File: src/rtl/pcie_dma_wr_splitter.sv
// Write-request splitter for the PCIe DMA write-descriptor port.
// Breaks each host-write request into chunks that never cross a MAX_CHUNK
// boundary, tags every chunk with a rolling DMA tag, tracks the chunks in an
// in-order FIFO and emits one completion per request when its last chunk retires.
module pcie_dma_wr_splitter #(
  parameter int PCIE_ADDR_WIDTH = 64,
  parameter int AXI_ADDR_WIDTH  = 48,
  parameter int REQ_LEN_WIDTH   = 20,
  parameter int REQ_TAG_WIDTH   = 8,
  parameter int DMA_TAG_WIDTH   = 8,
  parameter int MAX_CHUNK       = 4096,
  parameter int MAX_OUTSTANDING = 16
) (
  input  logic                       clk,
  input  logic                       rst,
  input  logic [PCIE_ADDR_WIDTH-1:0] s_req_pcie_addr,
  input  logic [AXI_ADDR_WIDTH-1:0]  s_req_axi_addr,
  input  logic [REQ_LEN_WIDTH-1:0]   s_req_len,
  input  logic [REQ_TAG_WIDTH-1:0]   s_req_tag,
  input  logic                       s_req_valid,
  output logic                       s_req_ready,
  output logic [PCIE_ADDR_WIDTH-1:0] m_desc_pcie_addr,
  output logic [AXI_ADDR_WIDTH-1:0]  m_desc_axi_addr,
  output logic [15:0]                m_desc_len,
  output logic [DMA_TAG_WIDTH-1:0]   m_desc_tag,
  output logic                       m_desc_valid,
  input  logic                       m_desc_ready,
  input  logic [DMA_TAG_WIDTH-1:0]   s_status_tag,
  input  logic [3:0]                 s_status_error,
  input  logic                       s_status_valid,
  output logic [REQ_TAG_WIDTH-1:0]   m_cpl_tag,
  output logic [3:0]                 m_cpl_error,
  output logic                       m_cpl_valid,
  output logic                       err_tag_mismatch,
  output logic                       err_unexpected,
  output logic                       err_zero_len
);

  localparam int OFF_W = $clog2(MAX_CHUNK);
  localparam int PTR_W = $clog2(MAX_OUTSTANDING);

  typedef enum logic {IDLE, ISSUE} state_t;

  state_t                     state_q, state_d;
  logic [PCIE_ADDR_WIDTH-1:0] pcie_q, pcie_d;
  logic [AXI_ADDR_WIDTH-1:0]  axi_q, axi_d;
  logic [REQ_LEN_WIDTH-1:0]   rem_q, rem_d;
  logic [15:0]                chunk_q, chunk_d;
  logic [REQ_TAG_WIDTH-1:0]   req_tag_q, req_tag_d;
  logic [DMA_TAG_WIDTH-1:0]   dma_tag_q, dma_tag_d;
  logic [PTR_W-1:0]           wr_ptr_q, wr_ptr_d, rd_ptr_q, rd_ptr_d;
  logic [PTR_W:0]             cnt_q, cnt_d;
  logic [3:0]                 err_acc_q, err_acc_d;
  logic                       cpl_valid_q, cpl_valid_d;
  logic [REQ_TAG_WIDTH-1:0]   cpl_tag_q, cpl_tag_d;
  logic [3:0]                 cpl_error_q, cpl_error_d;
  logic                       err_mm_q, err_mm_d;
  logic                       err_unexp_q, err_unexp_d;
  logic                       err_zero_q, err_zero_d;

  // Outstanding-chunk FIFO storage (data only, no reset needed)
  logic [DMA_TAG_WIDTH-1:0] fifo_dtag [MAX_OUTSTANDING];
  logic [REQ_TAG_WIDTH-1:0] fifo_rtag [MAX_OUTSTANDING];
  logic                     fifo_last [MAX_OUTSTANDING];

  logic                       fifo_full, fifo_empty;
  logic                       req_fire, desc_fire, desc_last, status_pop;
  logic [PCIE_ADDR_WIDTH-1:0] pcie_nxt;
  logic [AXI_ADDR_WIDTH-1:0]  axi_nxt;
  logic [REQ_LEN_WIDTH-1:0]   rem_nxt;
  logic [DMA_TAG_WIDTH-1:0]   head_dtag;
  logic [REQ_TAG_WIDTH-1:0]   head_rtag;
  logic                       head_last;
  logic [3:0]                 eff_err;

  // Bytes allowed in the next chunk: up to the next MAX_CHUNK boundary, capped by what remains.
  function automatic logic [15:0] chunk_len(input logic [OFF_W-1:0] off,
                                            input logic [REQ_LEN_WIDTH-1:0] rem);
    logic [31:0] space;
    logic [31:0] r;
    space = 32'(MAX_CHUNK) - 32'(off);
    r     = 32'(rem);
    if (r < space) space = r;
    return space[15:0];
  endfunction

  assign fifo_full   = (cnt_q == (PTR_W+1)'(MAX_OUTSTANDING));
  assign fifo_empty  = (cnt_q == '0);
  assign s_req_ready  = (state_q == IDLE) && !rst;
  // A full FIFO stalls issue even if a status pops it this cycle (no bypass).
  assign m_desc_valid = (state_q == ISSUE) && !fifo_full && !rst;
  assign req_fire    = s_req_valid && s_req_ready;
  assign desc_fire   = m_desc_valid && m_desc_ready;
  assign desc_last   = (rem_q == REQ_LEN_WIDTH'(chunk_q));
  assign status_pop  = s_status_valid && !fifo_empty;
  assign pcie_nxt    = pcie_q + PCIE_ADDR_WIDTH'(chunk_q);
  assign axi_nxt     = axi_q + AXI_ADDR_WIDTH'(chunk_q);
  assign rem_nxt     = rem_q - REQ_LEN_WIDTH'(chunk_q);
  assign head_dtag   = fifo_dtag[rd_ptr_q];
  assign head_rtag   = fifo_rtag[rd_ptr_q];
  assign head_last   = fifo_last[rd_ptr_q];
  // First nonzero error of the request wins.
  assign eff_err     = (err_acc_q != 4'd0) ? err_acc_q : s_status_error;

  assign m_desc_pcie_addr = pcie_q;
  assign m_desc_axi_addr  = axi_q;
  assign m_desc_len       = chunk_q;
  assign m_desc_tag       = dma_tag_q;
  assign m_cpl_valid      = cpl_valid_q;
  assign m_cpl_tag        = cpl_tag_q;
  assign m_cpl_error      = cpl_error_q;
  assign err_tag_mismatch = err_mm_q;
  assign err_unexpected   = err_unexp_q;
  assign err_zero_len     = err_zero_q;

  // Next-state logic: request FSM, chunk arithmetic, FIFO pointers, status matching.
  always_comb begin
    state_d     = state_q;
    pcie_d      = pcie_q;
    axi_d       = axi_q;
    rem_d       = rem_q;
    chunk_d     = chunk_q;
    req_tag_d   = req_tag_q;
    dma_tag_d   = dma_tag_q;
    wr_ptr_d    = wr_ptr_q;
    rd_ptr_d    = rd_ptr_q;
    cnt_d       = cnt_q;
    err_acc_d   = err_acc_q;
    cpl_valid_d = 1'b0;
    cpl_tag_d   = cpl_tag_q;
    cpl_error_d = cpl_error_q;
    err_mm_d    = err_mm_q;
    err_unexp_d = err_unexp_q;
    err_zero_d  = err_zero_q;

    case (state_q)
      IDLE: begin
        if (req_fire) begin
          if (s_req_len == '0) begin
            err_zero_d = 1'b1;
          end else begin
            pcie_d    = s_req_pcie_addr;
            axi_d     = s_req_axi_addr;
            rem_d     = s_req_len;
            chunk_d   = chunk_len(s_req_pcie_addr[OFF_W-1:0], s_req_len);
            req_tag_d = s_req_tag;
            state_d   = ISSUE;
          end
        end
      end
      ISSUE: begin
        if (desc_fire) begin
          dma_tag_d = dma_tag_q + DMA_TAG_WIDTH'(1);
          if (desc_last) begin
            state_d = IDLE;
          end else begin
            pcie_d  = pcie_nxt;
            axi_d   = axi_nxt;
            rem_d   = rem_nxt;
            chunk_d = chunk_len(pcie_nxt[OFF_W-1:0], rem_nxt);
          end
        end
      end
      default: state_d = IDLE;
    endcase

    if (desc_fire) wr_ptr_d = wr_ptr_q + PTR_W'(1);
    if (status_pop) rd_ptr_d = rd_ptr_q + PTR_W'(1);
    if (desc_fire && !status_pop) cnt_d = cnt_q + (PTR_W+1)'(1);
    else if (!desc_fire && status_pop) cnt_d = cnt_q - (PTR_W+1)'(1);

    if (s_status_valid) begin
      if (fifo_empty) begin
        err_unexp_d = 1'b1;
      end else begin
        if (s_status_tag != head_dtag) err_mm_d = 1'b1;
        if (head_last) begin
          cpl_valid_d = 1'b1;
          cpl_tag_d   = head_rtag;
          cpl_error_d = eff_err;
          err_acc_d   = 4'd0;
        end else begin
          err_acc_d = eff_err;
        end
      end
    end
  end

  // State and control registers; reset drops all in-flight work.
  always_ff @(posedge clk) begin
    if (rst) begin
      state_q     <= IDLE;
      pcie_q      <= '0;
      axi_q       <= '0;
      rem_q       <= '0;
      chunk_q     <= '0;
      req_tag_q   <= '0;
      dma_tag_q   <= '0;
      wr_ptr_q    <= '0;
      rd_ptr_q    <= '0;
      cnt_q       <= '0;
      err_acc_q   <= '0;
      cpl_valid_q <= 1'b0;
      cpl_tag_q   <= '0;
      cpl_error_q <= '0;
      err_mm_q    <= 1'b0;
      err_unexp_q <= 1'b0;
      err_zero_q  <= 1'b0;
    end else begin
      state_q     <= state_d;
      pcie_q      <= pcie_d;
      axi_q       <= axi_d;
      rem_q       <= rem_d;
      chunk_q     <= chunk_d;
      req_tag_q   <= req_tag_d;
      dma_tag_q   <= dma_tag_d;
      wr_ptr_q    <= wr_ptr_d;
      rd_ptr_q    <= rd_ptr_d;
      cnt_q       <= cnt_d;
      err_acc_q   <= err_acc_d;
      cpl_valid_q <= cpl_valid_d;
      cpl_tag_q   <= cpl_tag_d;
      cpl_error_q <= cpl_error_d;
      err_mm_q    <= err_mm_d;
      err_unexp_q <= err_unexp_d;
      err_zero_q  <= err_zero_d;
    end
  end

  // Record each issued chunk in the outstanding FIFO.
  always_ff @(posedge clk) begin
    if (desc_fire) begin
      fifo_dtag[wr_ptr_q] <= dma_tag_q;
      fifo_rtag[wr_ptr_q] <= req_tag_q;
      fifo_last[wr_ptr_q] <= desc_last;
    end
  end

endmodule

File: config.mk
export PLATFORM = sky130hd
export DESIGN_NAME = pcie_dma_wr_splitter
export DESIGN_NICKNAME = d
export VERILOG_FILES = /design/src/rtl/pcie_dma_wr_splitter.sv
export SDC_FILE = /design/constraint.sdc
export NUM_CORES = 1
export LEC_CHECK = 0
export ABC_AREA = 1
export CELL_PAD_IN_SITES_DETAIL_PLACEMENT = 1
export CELL_PAD_IN_SITES_GLOBAL_PLACEMENT = 1
export CORE_ASPECT_RATIO = 1.5
export CORE_MARGIN = 1.5
export CORE_UTILIZATION = 46
export CTS_CLUSTER_SIZE = 16
export DETAILED_ROUTE_END_ITERATION = 6
export HOLD_SLACK_MARGIN = 0.06
export PLACE_DENSITY = 0.91
export SLEW_MARGIN = 20
export SYNTH_ARGS = -nofsm -noshare
export SYNTH_HDL_FRONTEND = slang
export SYNTH_SLANG_ARGS = --single-unit
File: constraint.sdc
create_clock -name clk -period 5.25 [get_ports clk]
set_input_delay 1.575 -clock clk [delete_from_list [all_inputs] [get_ports clk]]
set_output_delay 1.575 -clock clk [all_outputs]
set_load 0.005 [all_outputs]
Word-level counts from Yosys, hierarchy flattened
Memory sizes are Yosys's and may differ from the RTL's. A register that Yosys moved wholly into a read port is not among the register bits.
Cells that the tools add are included.
- register bits: 190
- bits in writable memories: 272
- input bits: 157
- output and inout bits: 154
- logic and storage cells: 106
- memories kept: 3
- memory list (name ; words ; width ; rd ports ; clocked after Yosys merged registers in ; write ports ; line ; source):
    fifo_dtag ; 16 ; 8 ; 1 ; 1 ; 1 ; 62 ; logic [DMA_TAG_WIDTH-1:0] fifo_dtag [MAX_OUTSTANDING];
    fifo_rtag ; 16 ; 8 ; 1 ; 1 ; 1 ; 63 ; logic [REQ_TAG_WIDTH-1:0] fifo_rtag [MAX_OUTSTANDING];
    fifo_last ; 16 ; 1 ; 1 ; 1 ; 1 ; 64 ; logic fifo_last [MAX_OUTSTANDING];
- add/subtract/negate cells: 10
- $lt $le $gt $ge: 2
- equal/unequal tests: 7
- muxes and demuxes: 38
- bitwise operators: 4
- reduce and logical (&&, ||, !) cells: 26
- operators by type and width (operator ; number):
    64-bit 2-to-1 mux ; 4
    48-bit 2-to-1 mux ; 4
    64-bit one-hot mux with 2 select lines ; 1
    16-bit 2-to-1 mux ; 6
    48-bit one-hot mux with 2 select lines ; 1
    20-bit 2-to-1 mux ; 4
    64-bit by 16-bit adder with 64-bit output ; 1
    20-bit by 32-bit < comparator with 1-bit output ; 2
    48-bit by 16-bit adder with 48-bit output ; 1
    20-bit one-hot mux with 2 select lines ; 1
    16-bit one-hot mux with 2 select lines ; 1
    13-bit by 12-bit subtractor with 14-bit output, first input constant ; 2
    4-bit 2-to-1 mux ; 6
    20-bit by 16-bit == test with 1-bit output ; 1
    20-bit logical NOT ; 1
    20-bit by 16-bit subtractor with 20-bit output ; 1
    3-bit AND reduction ; 4
    5-bit 2-to-1 mux ; 2
    4-bit by 1-bit adder with 4-bit output, second input constant ; 2
    8-bit by 1-bit adder with 8-bit output, second input constant ; 1
    1-bit logical AND ; 8
    8-bit != test ; 1
    1-bit 2-to-1 mux ; 7
    2-bit != test, second input constant ; 3
    13 further kinds ; 22

Logic depth before layout (Yosys ltp)
Gate-level depths: netlist of the first run.
- word-level depth: 9
- mapped depth: 27
- gate-level depth less buffers: 26

Least setup slack after synthesis of the first run
Ideal clock, no wire load.
- path type: input port to flip-flop
- start point: in s_req_pcie_addr[1]
- end point: reg chunk_q[6] (netlist: m_desc_len[6])
- library setup time: 70 ps
- data arrival time: 4017 ps
- required time: 5180 ps
- path slack: 1164 ps
- stages: 17
- buffers on the path: 1
- path through: nor3_1 > inv_1 > nor2_1 > nand3_1 > nor3_1 > xor2_1 > ha_1 > a21oi_1 > o21ai_0 > a21boi_0 > nand3_1 > buf_2 > nand2_1 > nand2_1 > o21ai_0 > inv_1 > a21oi_1
- cells in the longest elaborated chain, start to end: 6
- RTL lines (element ; line ; source):
    start: declaration ; 16 ; input logic [PCIE_ADDR_WIDTH-1:0] s_req_pcie_addr,
    13-bit by 12-bit subtractor with 14-bit output * ; 81 ; space = 32'(MAX_CHUNK) - 32'(off);
    20-bit by 32-bit < comparator with 1-bit output ; 83 ; if (r < space) space = r;
    16-bit 2-to-1 mux * ; 83 ;
    16-bit 2-to-1 mux * ; 139 ; if (s_req_len == '0) begin
    16-bit 2-to-1 mux * ; 138 ; if (req_fire) begin
    16-bit one-hot mux with 2 select lines * ; 136 ; case (state_q)
    end signal: assignment ; 214 ; chunk_q <= chunk_d;
    end: declaration ; 48 ; logic [15:0] chunk_q, chunk_d;
Every way passes the cells marked *; elsewhere a longest branch is shown, timed or not. The select of a mux whose other input is x is not followed.
A chain may end at the register's enable or synchronous reset.

Worst setup path in the final report of the first run
- start point: in rst
- end point: out m_desc_valid
- cells in the longest elaborated chain, start to end: 2
- RTL lines (element ; line ; source):
    start: declaration ; 15 ; input logic rst,
    1-bit logical NOT ; 91 ; assign m_desc_valid = (state_q == ISSUE) && !fifo_full && !rst;
    1-bit logical AND ; 91 ;
    end: declaration ; 26 ; output logic m_desc_valid,
No other way between the ends.

==> results of run 1 <==
==> Yosys cell counts, types with 4 or more instances <==
cell / n / share of area [%]
nand2_1: 645 / 9.1
nor2_1: 374 / 5.3
o21ai_0: 366 / 6.9
inv_1: 311 / 4.4
a21oi_1: 286 / 5.4
edfxtp_1: 272 / 31
dfxtp_1: 202 / 15
nand3_1: 182 / 3.4
clkbuf_1: 91 / 1.3
ha_1: 84 / 4.0
xor2_1: 60 / 2.0
nand4_1: 58 / 1.4
nor3_1: 38 / 0.72
xnor2_1: 34 / 1.1
buf_2: 31 / 0.59
o211ai_1: 28 / 0.79
o21ai_1: 25 / 0.47
nand2_2: 22 / 0.52
nor4_1: 22 / 0.52
a31oi_1: 21 / 0.50
o221ai_1: 17 / 0.56
inv_2: 15 / 0.21
o21bai_1: 15 / 0.43
nand3b_1: 12 / 0.34
o22ai_1: 12 / 0.28
buf_6: 11 / 0.47
a211oi_1: 10 / 0.28
nor2_2: 8 / 0.19
nor2_4: 7 / 0.30
buf_1: 5 / 0.071
a21o_1: 4 / 0.11
a21oi_2: 4 / 0.13
a221oi_1: 4 / 0.13
and2_1: 4 / 0.094
fa_1: 4 / 0.30
nand3_2: 4 / 0.15
or2_2: 4 / 0.094
==> state kept, by name, indices dropped and copies added (netlist names), named ones only <==
signal	flops
cnt_q	5
err_acc_q	4
err_tag_mismatch	1
err_unexpected	1
err_zero_len	1
fifo_dtag	128
fifo_last	16
fifo_rtag	128
m_cpl_error	4
m_cpl_tag	8
m_cpl_valid	1
m_desc_axi_addr	48
m_desc_len	16
m_desc_pcie_addr	64
m_desc_tag	8
rd_ptr_q	4
rem_q	20
req_tag_q	8
state_q	1
wr_ptr_q	4
==> worst register-to-register path: stages, from the launching register on <==
cell	delay, ns
dfxtp_1	0.39
ha_1	0.23
inv_1	0.07
fa_1	0.40
inv_1	0.07
nand3_1	0.06
nand2_1	0.16
nand2_1	0.07
nand2_1	0.20
xor2_1	0.49
nor2_2	0.18
xor2_1	0.24
ha_1	0.29
nand2_1	0.10
nor2_1	0.05
a211oi_1	0.17
nand2_1	0.13
nand2_1	0.08
nand2_1	0.09
nand3_1	0.13
nand3_2	0.24
nand2_1	0.16
nand3_1	0.10
a21oi_1	0.15
==> per-layer routing <==
| layer | wire length (µm) | vias to the layer above | GRT usage [%] | part of all wire [%] |
|---|---|---|---|---|
| li1 | - | 11890 | - | - |
| met1 | 36100 | 12609 | 36.3 | 35 |
| met2 | 52700 | 957 | 62.6 | 51 |
| met3 | 5950 | 366 | 5.44 | 5.8 |
| met4 | 7800 | 4 | 23.6 | 7.6 |
| met5 | 20 | - | 0 | 0.019 |
==> worst max path at each step <==
stage                                   from                           to  slack [ns]  cells after the start
final                                    rst                 m_desc_valid        0.54                      5
after global routing                     rst                 m_desc_valid        0.42                      5
after CTS                                rst                 m_desc_valid        0.54                      5
after detailed placement  s_req_pcie_addr[1]   m_desc_len[3]$_SDFFE_PP0P_        0.25                     18
after global placement    s_req_pcie_addr[1]  m_desc_len[10]$_SDFFE_PP0P_        0.47                     18
after floorplan           s_req_pcie_addr[1]   m_desc_len[6]$_SDFFE_PP0P_        1.16                     17
==> metrics by stage <==
stage	instance area, µm²	power [W]
final	32200	0.0120
after global routing	32200	0.0125
after CTS	32200	0.0120
after detailed placement	30400	0.00815
after global placement	30400	0.00797
after floorplan	26500	0.00672
==> cells by family after synthesis <==
| family | Yosys count | synth area share (%) |
|---|---|---|
| buffers and inverters | 472 | 7.21 |
| adders and majority gates | 88 | 4.27 |
| and+or+nand+nor | 1396 | 22.7 |
| xor gates and xnor gates | 94 | 3.11 |
| DFF | 474 | 46.1 |
| AOI/OAI and AO/OA | 808 | 16.6 |
==> layout make-up <==
class | count | area [µm²]
well taps | 763 | 955
fillers | 6866 | 24700
multi-input cells | 2386 | 12400
clock inverters | 21 | 359
flip-flops and latches | 474 | 12200
diodes | 8 | 20.0
clock buffers | 67 | 1400
inverters | 331 | 1250
repair buffers | 370 | 3620
==> power by group through the flow <==
stage / Clock (W) / Sequential [W] / Combinational, W
2_1_floorplan: 0 / 0.00440 / 0.00232
3_3_place_gp: 0 / 0.00452 / 0.00345
3_5_place_dp: 0 / 0.00453 / 0.00362
4_1_cts: 0.00385 / 0.00446 / 0.00368
5_1_grt: 0.00397 / 0.00449 / 0.00409
6_report: 0.00382 / 0.00447 / 0.00370
==> results.yml, run 1 <==
outcome:
  status: "completed"
synth:
  synth_fp_nets: 3577
  syn-cell-area_mm2: 0.0265
  syn_area_per_cell_um2: 7.95
  synth-async-reset-ratio_pct: 0
  ys.warnings.count: 0
  ys_ff_latch: 474
  synth_ff_type: "edfxtp_1"
  yosysSeqAreaShare_pct: 46.1
  netlist_instances: 3332
  yosysUniqueCellTypes: 59
  synth_edf_count: 272
grt:
  grt_pass1_vias: 27457
  grt_max_degree: 178
  antenna_found_initial: 11
  grt_pass1_wl_um: 156000
  grt_usage_pct: 34.6
  grt-ovfl-total: 0
timing:
  clock.fmax_mhz: 212
  grt_setup_unrepaired: "false"
  tightest_slew_ns: 0.937
  hold_viol: 0
  setup_viol: 0
  setup_tns_ns: 0
  min_period_over_period_pct: 89.7
  fin_worst_skew_ns: 0.0241
  timing.final.crit_period_ns: 4.71
  max-slew-margin-rel_pct: 37.5
  slew_viol_final: 0
  holdWs_ns: 0.474
  fin_ws_ns: 0.540
route:
  drt_wl_total_um: 103000
  viasPerCell: 5.84
  firstDrtPassIters: 6
  dr.first_iter.drc_count: 1716
  ant_nets: 0
  vias: 25826
  route.detailed.drc: 0
  post_drt_wl_per_cell_um: 23.2
power_and_ir_drop:
  irDropWorstVdd_uv: 261
  leakage_nw: 12.6
  clkPwrFrac_pct: 31.9
  pwr-share-seq_pct: 37.2
  p_comb_share_pct: 30.9
  swShare_pct: 35.5
  internal_power_w: 0.00773
  power.density_mw_per_mm2: 373
  switching_power_w: 0.00426
placement:
  hpwl_um: 73800
  place_ws_ns: 0.251
  numPortBuffers: 310
  placedCellCount: 4324
  place_congestion: 0.970
layout:
  syn_to_final_growth_pct: 21.6
  final_common_cell: "nand2_1"
  design.final.nets: 3855
  finalNonFillerCells: 4420
  finish.utilization_pct: 56.6
  mostFrequentLayoutCells: "nand2_1 (645), nor2_1 (374), o21ai_0 (366), inv_1 (310), clkdlybuf4s50_1 (310)"
  drive_gt1_share_pct: 6.11
worst_setup_path:
  required_ns: 3.68
  critPathTopFamily: "buffers and inverters"
  worstReg2RegStart: "m_desc_len[0]$_SDFFE_PP0P_"
  crit_path_end_kind: "output port"
  slowest_delay_ns: 0.57
  critPathBufInv: 3
  cpMaxStageDelayCell: "clkdlybuf4s50_1"
  cpMostUsedCell: "clkdlybuf4s50_1"
  worst_setup_path_start_kind: "input pin"
  worstSetupPathType: "input pin to output port"
  rrSetupSlack_ns: 0.94
  rr_worst_depth: 23
  path_cells: "clkdlybuf4s50_1 > nor2_1 > nand2_1 > inv_2 > clkdlybuf4s50_1"
  r2r-end: "m_desc_len[7]$_SDFFE_PP0P_"
  cp_max_fo: 2
  worstPathArrival_ns: 3.13
floorplanning:
  die_h_um: 297
  io-pin-count: 311
  die_x_um: 199
  core_mm2: 0.0569
  rows: 107
  start_util_pct: 46.5
  die_area_mm2: 0.0590
flow_run:
  drv_cap: 0
min_path:
  whs_endpoint: "err_tag_mismatch$_SDFFE_PP0P_"
  min_path_cells: 2
  hold_path_class: "register to register"
  hp-start: "err_tag_mismatch$_SDFFE_PP0P_"
cts:
  cts_buffer_depth: 3
  postCtsSetupBuffers: 0
  h-tree-depth: 2
  path_clk_slew_ns: 0.06
  clock-sinks: 474
  clkLatencyLatePin_ns: 0.62
  tritoncts: "yes"
  cts_hold_buf: 0
  cts_root_buf: "clkbuf_16"
  post_cts_resized: 0
  cts_buffers: 47
Power figures use the tool's default switching activity.
==> run 2: changes to the inputs <==
--- a/config.mk
+++ b/config.mk
@@ -9,7 +9,6 @@
 export CELL_PAD_IN_SITES_DETAIL_PLACEMENT = 1
 export CELL_PAD_IN_SITES_GLOBAL_PLACEMENT = 1
 export CORE_ASPECT_RATIO = 1.5
-export CORE_MARGIN = 1.5
 export CORE_UTILIZATION = 46
 export CTS_CLUSTER_SIZE = 16
 export DETAILED_ROUTE_END_ITERATION = 6
==> results.yml, run 2 (synthesized netlist as in run 1, its figures left out) <==
layout:
  finalNonFillerCells: 4412
  drive_gt1_share_pct: 5.98
  fillers: 6915
  design.final.nets: 3852
  mostFrequentLayoutCells: "nand2_1 (645), nor2_1 (374), o21ai_0 (366), inv_1 (310), clkdlybuf4s50_1 (310)"
  finish.utilization_pct: 56.3
  syn_to_final_growth_pct: 21.0
  final_common_cell: "nand2_1"
  regArea_mm2: 0.0122
  multi_input_area_mm2: 0.0124
placement:
  place_congestion: 0.949
  hpwl_um: 74700
  place_ws_ns: 0.339
  placedCellCount: 4321
  numPortBuffers: 310
cts:
  clock-sinks: 474
  postCtsSetupBuffers: 0
  path_clk_slew_ns: 0.06
  h-tree-depth: 2
  clkLatencyLatePin_ns: 0.61
  post_cts_resized: 0
  cts_hold_buf: 0
  cts_root_buf: "clkbuf_16"
  cts_buffers: 47
  cts_buffer_depth: 3
  tritoncts: "yes"
floorplanning:
  core_mm2: 0.0569
  die_area_mm2: 0.0586
  die_x_um: 198
  io-pin-count: 311
  rows: 107
  die_h_um: 296
  start_util_pct: 46.5
timing:
  timing.final.crit_period_ns: 4.75
  grt_setup_unrepaired: "false"
  fin_worst_skew_ns: 0.0182
  clock.fmax_mhz: 210
  hold_viol: 0
  fin_ws_ns: 0.495
  setup_viol: 0
  setup_tns_ns: 0
  max-slew-margin-rel_pct: 29.6
  min_period_over_period_pct: 90.6
  slew_viol_final: 0
  tightest_slew_ns: 1.06
worst_setup_path:
  worstSetupPathType: "input pin to output port"
  required_ns: 3.68
  worstPathArrival_ns: 3.18
  crit_path_end_kind: "output port"
  cp_max_fo: 4
  worst_setup_path_start_kind: "input pin"
grt:
  grt_pass1_wl_um: 156000
  grt-ovfl-total: 0
  antenna_found_initial: 5
  grt_max_degree: 155
  grt_usage_pct: 35.2
  grt_pass1_vias: 27865
route:
  drt_wl_total_um: 103000
  firstDrtPassIters: 5
  ant_nets: 0
  route.detailed.drc: 0
  vias: 25985
  dr.first_iter.drc_count: 1394
  post_drt_wl_per_cell_um: 23.5
  viasPerCell: 5.89
min_path:
  hold_path_class: "register to register"
flow_run:
  drv_cap: 0
power_and_ir_drop:
  power.density_mw_per_mm2: 365
  irDropWorstVdd_uv: 248
  leakage_nw: 12.5
  power_w: 0.0117
outcome:
  status: "completed"
-- run 2: final cells by class --
class	instances	share of cell area, %
sequential	474	38.1
tap	763	2.98
antenna	5	0.0390
inverter	331	3.90
clock inverter	25	0.687
multi-input combinational	2386	38.6
timing repair buffer	367	11.5
clock buffer	61	4.19
-- run 2: through the flow --
stage / hold slack, ns / instance area (µm²)
floorplan: 0.447 / 26500
global placement: 0.448 / 30500
detailed placement: 0.466 / 30500
CTS: 0.489 / 32000
global route: 0.517 / 32000
finish: 0.485 / 32000
-- run 2: per-layer routing --
metal | global-route usage (%) | share of wire [%] | up-vias
met2 | 64.1 | 51 | 989
met1 | 36.4 | 35 | 12708
met5 | 0 | 0.0077 | -
met4 | 24.8 | 7.4 | 2
li1 | - | - | 11911
met3 | 5.91 | 6.1 | 375
-- run 2: power by group --
group	total, W	switching (W)	internal, W	leakage [nW]
Combinational	0.00375	0.00241	0.00134	7.56
Sequential	0.00446	0.000328	0.00413	4.21
Clock	0.00348	0.00156	0.00192	0.772
Total	0.0117	0.00430	0.00739	12.5
-- run 2: path summary, 6_finish.rpt --
kind / slack, ns / endpoint / startpoint / cells past startpoint
worst max-delay path: 0.50 / m_desc_valid / rst / 5
worst min-delay path: 0.48 / err_acc_q[1]$_SDFFE_PP0P_ / err_acc_q[1]$_SDFFE_PP0P_ / 2
worst max register to register: 0.84 / m_desc_len[9]$_SDFFE_PP0P_ / m_desc_len[0]$_SDFFE_PP0P_ / 23
worst min register to register: 0.48 / err_acc_q[1]$_SDFFE_PP0P_ / err_acc_q[1]$_SDFFE_PP0P_ / 2
-- run 2: critical path, cell delays in order --
cell	delay, ns
clkdlybuf4s50_1	0.61
nor2_1	0.22
nand2_1	0.09
inv_2	0.08
clkdlybuf4s50_1	0.60
